===== config.mk =====
export PLATFORM = sky130hd
export DESIGN_NAME = ct_spsram_128x16_ctrl_flat
export DESIGN_NICKNAME = d
export VERILOG_FILES = /design/src/rtl/ct_spsram_128x16_ctrl_if.sv /design/src/rtl/ct_spsram_128x16_ctrl.sv /design/src/flat_wrapper.sv
export SDC_FILE = /design/constraint.sdc
export NUM_CORES = 1
export LEC_CHECK = 0
export BUFFER_PORTS_ARGS = -buffer_cell sky130_fd_sc_hd__buf_2
export CAP_MARGIN = 20
export CORE_ASPECT_RATIO = 0.9
export CORE_UTILIZATION = 30
export CTS_CLUSTER_SIZE = 14
export DETAILED_ROUTE_END_ITERATION = 10
export PLACE_DENSITY = 0.61
export SLEW_MARGIN = 0
export SYNTH_ARGS = -nofsm -noshare
export SYNTH_HDL_FRONTEND = slang
export SYNTH_SLANG_ARGS = --single-unit

===== constraint.sdc =====
create_clock -name forever_cpuclk -period 3.34 [get_ports forever_cpuclk]
set_clock_uncertainty 0.05 [all_clocks]
set_input_delay 0.668 -clock forever_cpuclk [delete_from_list [all_inputs] [get_ports forever_cpuclk]]
set_output_delay 0.668 -clock forever_cpuclk [all_outputs]
set_load 0.1 [all_outputs]

===== src/rtl/ct_spsram_128x16_ctrl_if.sv =====
// Request-side and SRAM-side signals of the 128x16 single-port SRAM controller.
// slave  : the controller itself
// master : requesters plus the SRAM macro (the environment around the controller)
interface ct_spsram_128x16_ctrl_if;
    logic        inv_req;
    logic        wr_vld;
    logic [6:0]  wr_idx;
    logic [15:0] wr_data;
    logic [15:0] wr_bmask;
    logic        wr_grant;
    logic        rd_vld;
    logic [6:0]  rd_idx;
    logic        rd_grant;
    logic        rd_data_vld;
    logic [15:0] rd_data;
    logic        init_done;
    logic [6:0]  sram_a;
    logic        sram_cen;
    logic        sram_gwen;
    logic [15:0] sram_wen;
    logic [15:0] sram_d;
    logic [15:0] sram_q;

    modport slave (
        input  inv_req, wr_vld, wr_idx, wr_data, wr_bmask, rd_vld, rd_idx, sram_q,
        output wr_grant, rd_grant, rd_data_vld, rd_data, init_done,
               sram_a, sram_cen, sram_gwen, sram_wen, sram_d
    );

    modport master (
        output inv_req, wr_vld, wr_idx, wr_data, wr_bmask, rd_vld, rd_idx, sram_q,
        input  wr_grant, rd_grant, rd_data_vld, rd_data, init_done,
               sram_a, sram_cen, sram_gwen, sram_wen, sram_d
    );
endinterface


===== src/rtl/ct_spsram_128x16_ctrl.sv =====
// Controller for a 128x16 single-port SRAM: zero-fill sweep after reset or
// invalidate, then write/read arbitration with read anti-starvation.
//
// state    | meaning
// ---------+-------------------------------------------------------------
// ST_INIT  | sweeping idx 0..127 writing zero, no grants, inv_req ignored
// ST_READY | array valid, init_done=1, requests arbitrated
module ct_spsram_128x16_ctrl (
    input  logic                          forever_cpuclk,
    input  logic                          cpurst,
    ct_spsram_128x16_ctrl_if.slave        bus
);
    typedef enum logic {
        ST_INIT  = 1'b0,
        ST_READY = 1'b1
    } state_t;

    state_t      state_q;
    logic [6:0]  cnt_q;
    logic [1:0]  starv_q;
    logic        rd_data_vld_q;

    // Last driven SRAM address/data/bit-enables, held while the macro is idle
    logic [6:0]  sram_a_q, sram_a_d;
    logic [15:0] sram_d_q, sram_d_d;
    logic [15:0] sram_wen_q, sram_wen_d;
    logic        sram_cen_d, sram_gwen_d;

    logic        in_init, in_ready, rd_win, wr_grant, rd_grant;

    // Arbitration: write wins unless the read has waited three cycles
    always_comb begin
        in_init  = (state_q == ST_INIT) && !cpurst;
        in_ready = (state_q == ST_READY) && !cpurst;
        rd_win   = bus.rd_vld && ((starv_q == 2'd3) || !bus.wr_vld);
        rd_grant = in_ready && rd_win;
        wr_grant = in_ready && bus.wr_vld && !rd_win;
    end

    // SRAM port drive; idle cycles replay the held address/data/enables
    always_comb begin
        sram_cen_d  = 1'b1;
        sram_gwen_d = 1'b1;
        sram_a_d    = sram_a_q;
        sram_d_d    = sram_d_q;
        sram_wen_d  = sram_wen_q;
        if (in_init) begin
            sram_cen_d  = 1'b0;
            sram_gwen_d = 1'b0;
            sram_a_d    = cnt_q;
            sram_d_d    = 16'h0000;
            sram_wen_d  = 16'h0000;
        end else if (wr_grant) begin
            sram_cen_d  = 1'b0;
            sram_gwen_d = 1'b0;
            sram_a_d    = bus.wr_idx;
            sram_d_d    = bus.wr_data;
            sram_wen_d  = ~bus.wr_bmask;
        end else if (rd_grant) begin
            sram_cen_d  = 1'b0;
            sram_gwen_d = 1'b1;
            sram_a_d    = bus.rd_idx;
            sram_wen_d  = 16'hFFFF;
        end
    end

    // Capture whatever was driven so an idle cycle keeps the bus quiet
    always_ff @(posedge forever_cpuclk) begin
        sram_a_q   <= sram_a_d;
        sram_d_q   <= sram_d_d;
        sram_wen_q <= sram_wen_d;
    end

    // FSM, sweep counter, starvation counter and read-return flag
    always_ff @(posedge forever_cpuclk) begin
        if (cpurst) begin
            state_q       <= ST_INIT;
            cnt_q         <= 7'd0;
            starv_q       <= 2'd0;
            rd_data_vld_q <= 1'b0;
        end else begin
            rd_data_vld_q <= rd_grant;
            if (bus.rd_vld && !rd_grant) begin
                if (starv_q != 2'd3) begin
                    starv_q <= starv_q + 2'd1;
                end
            end else begin
                starv_q <= 2'd0;
            end
            case (state_q)
                ST_INIT: begin
                    cnt_q <= cnt_q + 7'd1;
                    if (cnt_q == 7'd127) begin
                        state_q <= ST_READY;
                    end
                end
                ST_READY: begin
                    if (bus.inv_req) begin
                        state_q <= ST_INIT;
                        cnt_q   <= 7'd0;
                    end
                end
                default: begin
                    state_q <= ST_INIT;
                    cnt_q   <= 7'd0;
                end
            endcase
        end
    end

    assign bus.wr_grant    = wr_grant;
    assign bus.rd_grant    = rd_grant;
    assign bus.rd_data_vld = rd_data_vld_q;
    assign bus.rd_data     = bus.sram_q;
    assign bus.init_done   = in_ready;
    assign bus.sram_a      = sram_a_d;
    assign bus.sram_cen    = sram_cen_d;
    assign bus.sram_gwen   = sram_gwen_d;
    assign bus.sram_wen    = sram_wen_d;
    assign bus.sram_d      = sram_d_d;
endmodule


===== src/flat_wrapper.sv =====
// flat-port wrapper written by rule: the top's interface ports become plain ports
module ct_spsram_128x16_ctrl_flat 
  (forever_cpuclk, cpurst, bus_inv_req, bus_wr_vld, bus_wr_idx, bus_wr_data, bus_wr_bmask, bus_rd_vld, bus_rd_idx, bus_sram_q, bus_wr_grant, bus_rd_grant, bus_rd_data_vld, bus_rd_data, bus_init_done, bus_sram_a, bus_sram_cen, bus_sram_gwen, bus_sram_wen, bus_sram_d);
  ct_spsram_128x16_ctrl_if bus_i ();
  input  logic forever_cpuclk;
  input  logic cpurst;
  input wire logic [$bits(bus_i.inv_req)-1:0] bus_inv_req;
  input wire logic [$bits(bus_i.wr_vld)-1:0] bus_wr_vld;
  input wire logic [$bits(bus_i.wr_idx)-1:0] bus_wr_idx;
  input wire logic [$bits(bus_i.wr_data)-1:0] bus_wr_data;
  input wire logic [$bits(bus_i.wr_bmask)-1:0] bus_wr_bmask;
  input wire logic [$bits(bus_i.rd_vld)-1:0] bus_rd_vld;
  input wire logic [$bits(bus_i.rd_idx)-1:0] bus_rd_idx;
  input wire logic [$bits(bus_i.sram_q)-1:0] bus_sram_q;
  output wire logic [$bits(bus_i.wr_grant)-1:0] bus_wr_grant;
  output wire logic [$bits(bus_i.rd_grant)-1:0] bus_rd_grant;
  output wire logic [$bits(bus_i.rd_data_vld)-1:0] bus_rd_data_vld;
  output wire logic [$bits(bus_i.rd_data)-1:0] bus_rd_data;
  output wire logic [$bits(bus_i.init_done)-1:0] bus_init_done;
  output wire logic [$bits(bus_i.sram_a)-1:0] bus_sram_a;
  output wire logic [$bits(bus_i.sram_cen)-1:0] bus_sram_cen;
  output wire logic [$bits(bus_i.sram_gwen)-1:0] bus_sram_gwen;
  output wire logic [$bits(bus_i.sram_wen)-1:0] bus_sram_wen;
  output wire logic [$bits(bus_i.sram_d)-1:0] bus_sram_d;
  assign bus_i.inv_req = bus_inv_req;
  assign bus_i.wr_vld = bus_wr_vld;
  assign bus_i.wr_idx = bus_wr_idx;
  assign bus_i.wr_data = bus_wr_data;
  assign bus_i.wr_bmask = bus_wr_bmask;
  assign bus_i.rd_vld = bus_rd_vld;
  assign bus_i.rd_idx = bus_rd_idx;
  assign bus_i.sram_q = bus_sram_q;
  assign bus_wr_grant = bus_i.wr_grant;
  assign bus_rd_grant = bus_i.rd_grant;
  assign bus_rd_data_vld = bus_i.rd_data_vld;
  assign bus_rd_data = bus_i.rd_data;
  assign bus_init_done = bus_i.init_done;
  assign bus_sram_a = bus_i.sram_a;
  assign bus_sram_cen = bus_i.sram_cen;
  assign bus_sram_gwen = bus_i.sram_gwen;
  assign bus_sram_wen = bus_i.sram_wen;
  assign bus_sram_d = bus_i.sram_d;
  ct_spsram_128x16_ctrl u_core (.forever_cpuclk(forever_cpuclk), .cpurst(cpurst), .bus(bus_i));
endmodule

==> flow_results.org <==
** Status
- Result of the run :: finished, final reports clean

** Clocking
- CTS-repair resized insts :: 0
- The H-tree was split into 2 levels.
- CTS buffer count :: 5
- Latest clock arrival within the worst-skew pair :: 0.31 ns
- CTS Buffer Depth :: 2
- Post-CTS timing repair inserted 0 buffers for setup.
- Cell at the root of the clock tree :: sky130_fd_sc_hd__clkbuf_8
- Hold repair after CTS inserted 0 buffers.
- TritonCTS sink count :: 50
- TritonCTS built the clock tree.
- Clock transition at the registers of the reported paths :: 0.10 ns

** STA
- The final count of pins violating max slew was 0.
- Worst slew margin :: 58.6%
- The routed design could run at a clock period as short as 3.03 ns.
- Based on the critical path, the design can be clocked at up to 0.330 GHz.
- Setup violations remaining at the end of the flow were counted as 0.
- Final hold violation count :: 0
- RSZ-0062 raised after global routing :: no
- Ratio of final minimum period to clock period :: 90.8%
- Worst-case hold slack :: 0.421 ns
- For the pin with the worst max-slew slack, the measured transition is 0.620 ns.

** Pwr
- Dividing total power by cell area gives a power density of 364 nW/um2.
- Static leakage power :: 0.00122 uW
- IR analysis of the VDD net gives a maximum drop of 0.157 mV.
- The completed layout was analyzed and its total power is 1110 uW.

** Final layout
- Core utilization of the finished layout :: 43.2%
- The finished cells cover 3040 um2.
- Final antenna diode count :: 0
- The count of cells in the finished layout, fillers not included, comes to 422.
- Fill cells in the final layout number 692.
- Of the cells placed in the final design, the portion with a size suffix greater than 1 is 45.6%.
- Area growth from synthesis to layout :: 39.1%
- # nets final :: 397

** Global routing
- For this run, global-route usage on met3 was measured as 3.75%.
- Global-route congestion overflow total :: 0
- Global routing consumed, on the met1 layer, 22.8% of the routing resources.
- Entering global routing, the biggest net connects 22 pins.
- In the global route stage, met2 resource usage came out at 26.3%.
- After global routing, the most crowded layer is met2.
- Global routing used 16.7% of the available tracks across all layers.
- The first global-routing pass estimated 10100 um of wire.
- Via count of the first global-routing pass :: 2058
- The initial antenna violation count is 0.

** Logic synthesis
- Mean post-synth cell area :: 8.78 um2
- For this run, the number of Yosys warnings is 0.
- Area fraction of the dominant cell type after synthesis :: 45.8%
- Seq cells post-synth :: 50
- Among all flip-flop cells after synthesis, the most frequent one is sky130_fd_sc_hd__dfxtp_1.
- The commonest cells after synthesis are sky130_fd_sc_hd__dfxtp_1 (50), sky130_fd_sc_hd__o21ai_0 (26), sky130_fd_sc_hd__nand3_1 (24), sky130_fd_sc_hd__a21oi_1 (21), sky130_fd_sc_hd__buf_4 (19).
- The synthesized netlist contains 37 unique library cells.
- Summed instance area of the synthesized netlist :: 2190 um2
- In the synthesized netlist, the number of instances is 249.
- Most area-hungry cell type in the Yosys netlist :: sky130_fd_sc_hd__dfxtp_1
- Yosys attributes the largest share of cell area to sky130_fd_sc_hd__dfxtp_1 (46%), sky130_fd_sc_hd__buf_4 (6.5%), sky130_fd_sc_hd__a221oi_1 (6.4%), sky130_fd_sc_hd__o21ai_0 (6.0%), sky130_fd_sc_hd__nand3_1 (5.5%).
- Of the synthesized area, sequential elements account for 45.8%.
- Synthesized netlist net count :: 318
- Fraction of registers with async set or reset after synthesis :: 0%
- Among all cell types in the netlist, the one instantiated most often is sky130_fd_sc_hd__dfxtp_1.
- Number of synthesized flops with an enable pin :: 0

** Floorplanning
- The die is 83.0 um tall.
- The die covers 7630 um2.
- In this run the core area contains 29 standard-cell rows.
- Width of the die :: 92.0 um
- For this design the top-level I/O count stands at 128.
- In this run the standard cell core region covers 7040 um2.
- For this configuration, the core starts out at a cell density of 31.1%.

** Detailed routing
- Dividing the detail-routed via count by the number of cells gives 5.02.
- The first routing iteration left 62 violations.
- The pre-antenna-repair detailed-routing pass consisted of 4 iterations.
- After detailed routing, the average wire length per cell comes to 14.6 um.
- The routed layout has 2118 vias.
- The final layout contains routed wiring with a total length of 6140 um.
- In the routed design, unresolved DRC markers number 0.
- Residual antenna-violating net count after detailed routing :: 0

** Critical path
- Critical path buffers and inverters :: 2
- Traced cell by cell, the critical path runs through ha_1 > a21boi_2 > buf_12 > nand3_1 > a21oi_2 > buf_2.
- For the worst setup path, the data arrival time is 2.31 ns.
- Worst setup SP type :: flop
- In this run the worst setup path begins at u_core.starv_q[0].
- Crit Path Max Fanout :: 16
- Worst r2r src :: u_core.starv_q[0]
- On the critical path, the stage with the largest delay is an instance of sky130_fd_sc_hd__a21boi_2.
- The critical path in this run is classified as reg2out.
- Slowest stage delay, CP :: 0.48 ns
- Data on the critical path is required at its endpoint by 2.62 ns.
- Gate family responsible for the most delay along the worst path :: buffers and inverters
- Type of destination of the critical path :: output pin

** Flow run
- Number of max-cap violations :: 0

** Placement
- Post-DP HPWL :: 4400 um
- During placement, the flow inserted port buffers numbering 95.
- Routability cong. :: 0.745
- The placed instances occupy a cell area of 2950 um2.
- The number of placed instances, taps included, is 414.

** Worst hold path
- In this run the most critical hold path is launched from u_core.sram_wen_q[10].
- Worst min-delay path category :: reg2reg
state kept, by name, summed over array words and instances (netlist names):
signal / count
u_core.starv_q: 2
u_core.sram_a_q: 7
u_core.sram_d_q: 16
u_core.sram_wen_q: 16
u_core.cnt_q: 7
u_core.state_q: 1
u_core.bus.rd_data_vld: 1
worst reg2reg max path, cell delays in order, from the launching register on:
cell and delay, ns:
sky130_fd_sc_hd__dfxtp_1 0.33, sky130_fd_sc_hd__ha_1 0.27, sky130_fd_sc_hd__a21boi_2 0.48, sky130_fd_sc_hd__buf_12 0.22, sky130_fd_sc_hd__nand3_1 0.13, sky130_fd_sc_hd__a21oi_4 0.14
through the flow:
stage | setup TNS [ns] | setup WS [ns]
2_1_floorplan | -8.82 | -0.864
3_3_place_gp | 0 | 0.380
3_5_place_dp | 0 | 0.366
4_1_cts | 0 | 0.321
5_1_grt | 0 | 0.145
6_report | 0 | 0.309
layer usage:
layer  wire (um)  share of wire [%]
met5           0                  0
met3         390                6.3
met1        2920                 48
met2        2750                 45
met4          75                1.2
final timing paths:
kind,to,slack [ns],cells past startpoint
setup reg to reg,u_core.sram_d_q[14],1.66,5
hold reg to reg,u_core.sram_wen_q[10],0.42,2
setup / recovery,bus_sram_d[0],0.31,6
hold / removal,u_core.sram_wen_q[10],0.42,2
placed cells by master, fill, tap and decap left out, types with 2 or more instances in the layout:
cell	instances
sky130_fd_sc_hd__and3_1	3
sky130_fd_sc_hd__inv_1	17
sky130_fd_sc_hd__nor4b_1	2
sky130_fd_sc_hd__a21oi_2	14
sky130_fd_sc_hd__buf_12	3
sky130_fd_sc_hd__dfxtp_1	50
sky130_fd_sc_hd__a21oi_4	2
sky130_fd_sc_hd__clkbuf_8	5
sky130_fd_sc_hd__buf_2	94
sky130_fd_sc_hd__nor2_4	2
sky130_fd_sc_hd__nand2b_1	2
sky130_fd_sc_hd__nand4_1	7
sky130_fd_sc_hd__a31oi_1	4
sky130_fd_sc_hd__nor2_1	6
sky130_fd_sc_hd__a21oi_1	5
sky130_fd_sc_hd__a32oi_1	7
sky130_fd_sc_hd__clkinv_2	2
sky130_fd_sc_hd__buf_4	11
sky130_fd_sc_hd__a221oi_1	6
sky130_fd_sc_hd__nor2b_1	2
sky130_fd_sc_hd__ha_1	2
sky130_fd_sc_hd__a221oi_4	9
sky130_fd_sc_hd__nand3_1	24
sky130_fd_sc_hd__nand2_1	5
sky130_fd_sc_hd__o21ai_0	26
power by group:
part           switching (uW)  total [uW]  internal [uW]
registers                6.48         610            603
clock network             217         365            148
logic                    88.9         131           42.2
total                     313        1110            793
layout make-up:
class	count	area [um2]	area share [%]
clock buffer	5	68.8	2.26
clock inverter	3	21.3	0.700
inverter	18	68.8	2.26
multi-input combinational	145	1150	37.9
sequential	50	1000	32.9
tap	93	116	3.83
timing repair buffer	108	613	20.2
cell families after synthesis:
family          Yosys count  share of synthesized area (%)
compound gates           82                           24.2
flops                    50                           45.8
buf+inv                  54                           13.0
mux                       1                          0.458
xor+xnor                  1                          0.401
fa+ha+maj                 2                           1.14
simple gates             59                           15.1
Power figures use the tool's default switching activity.
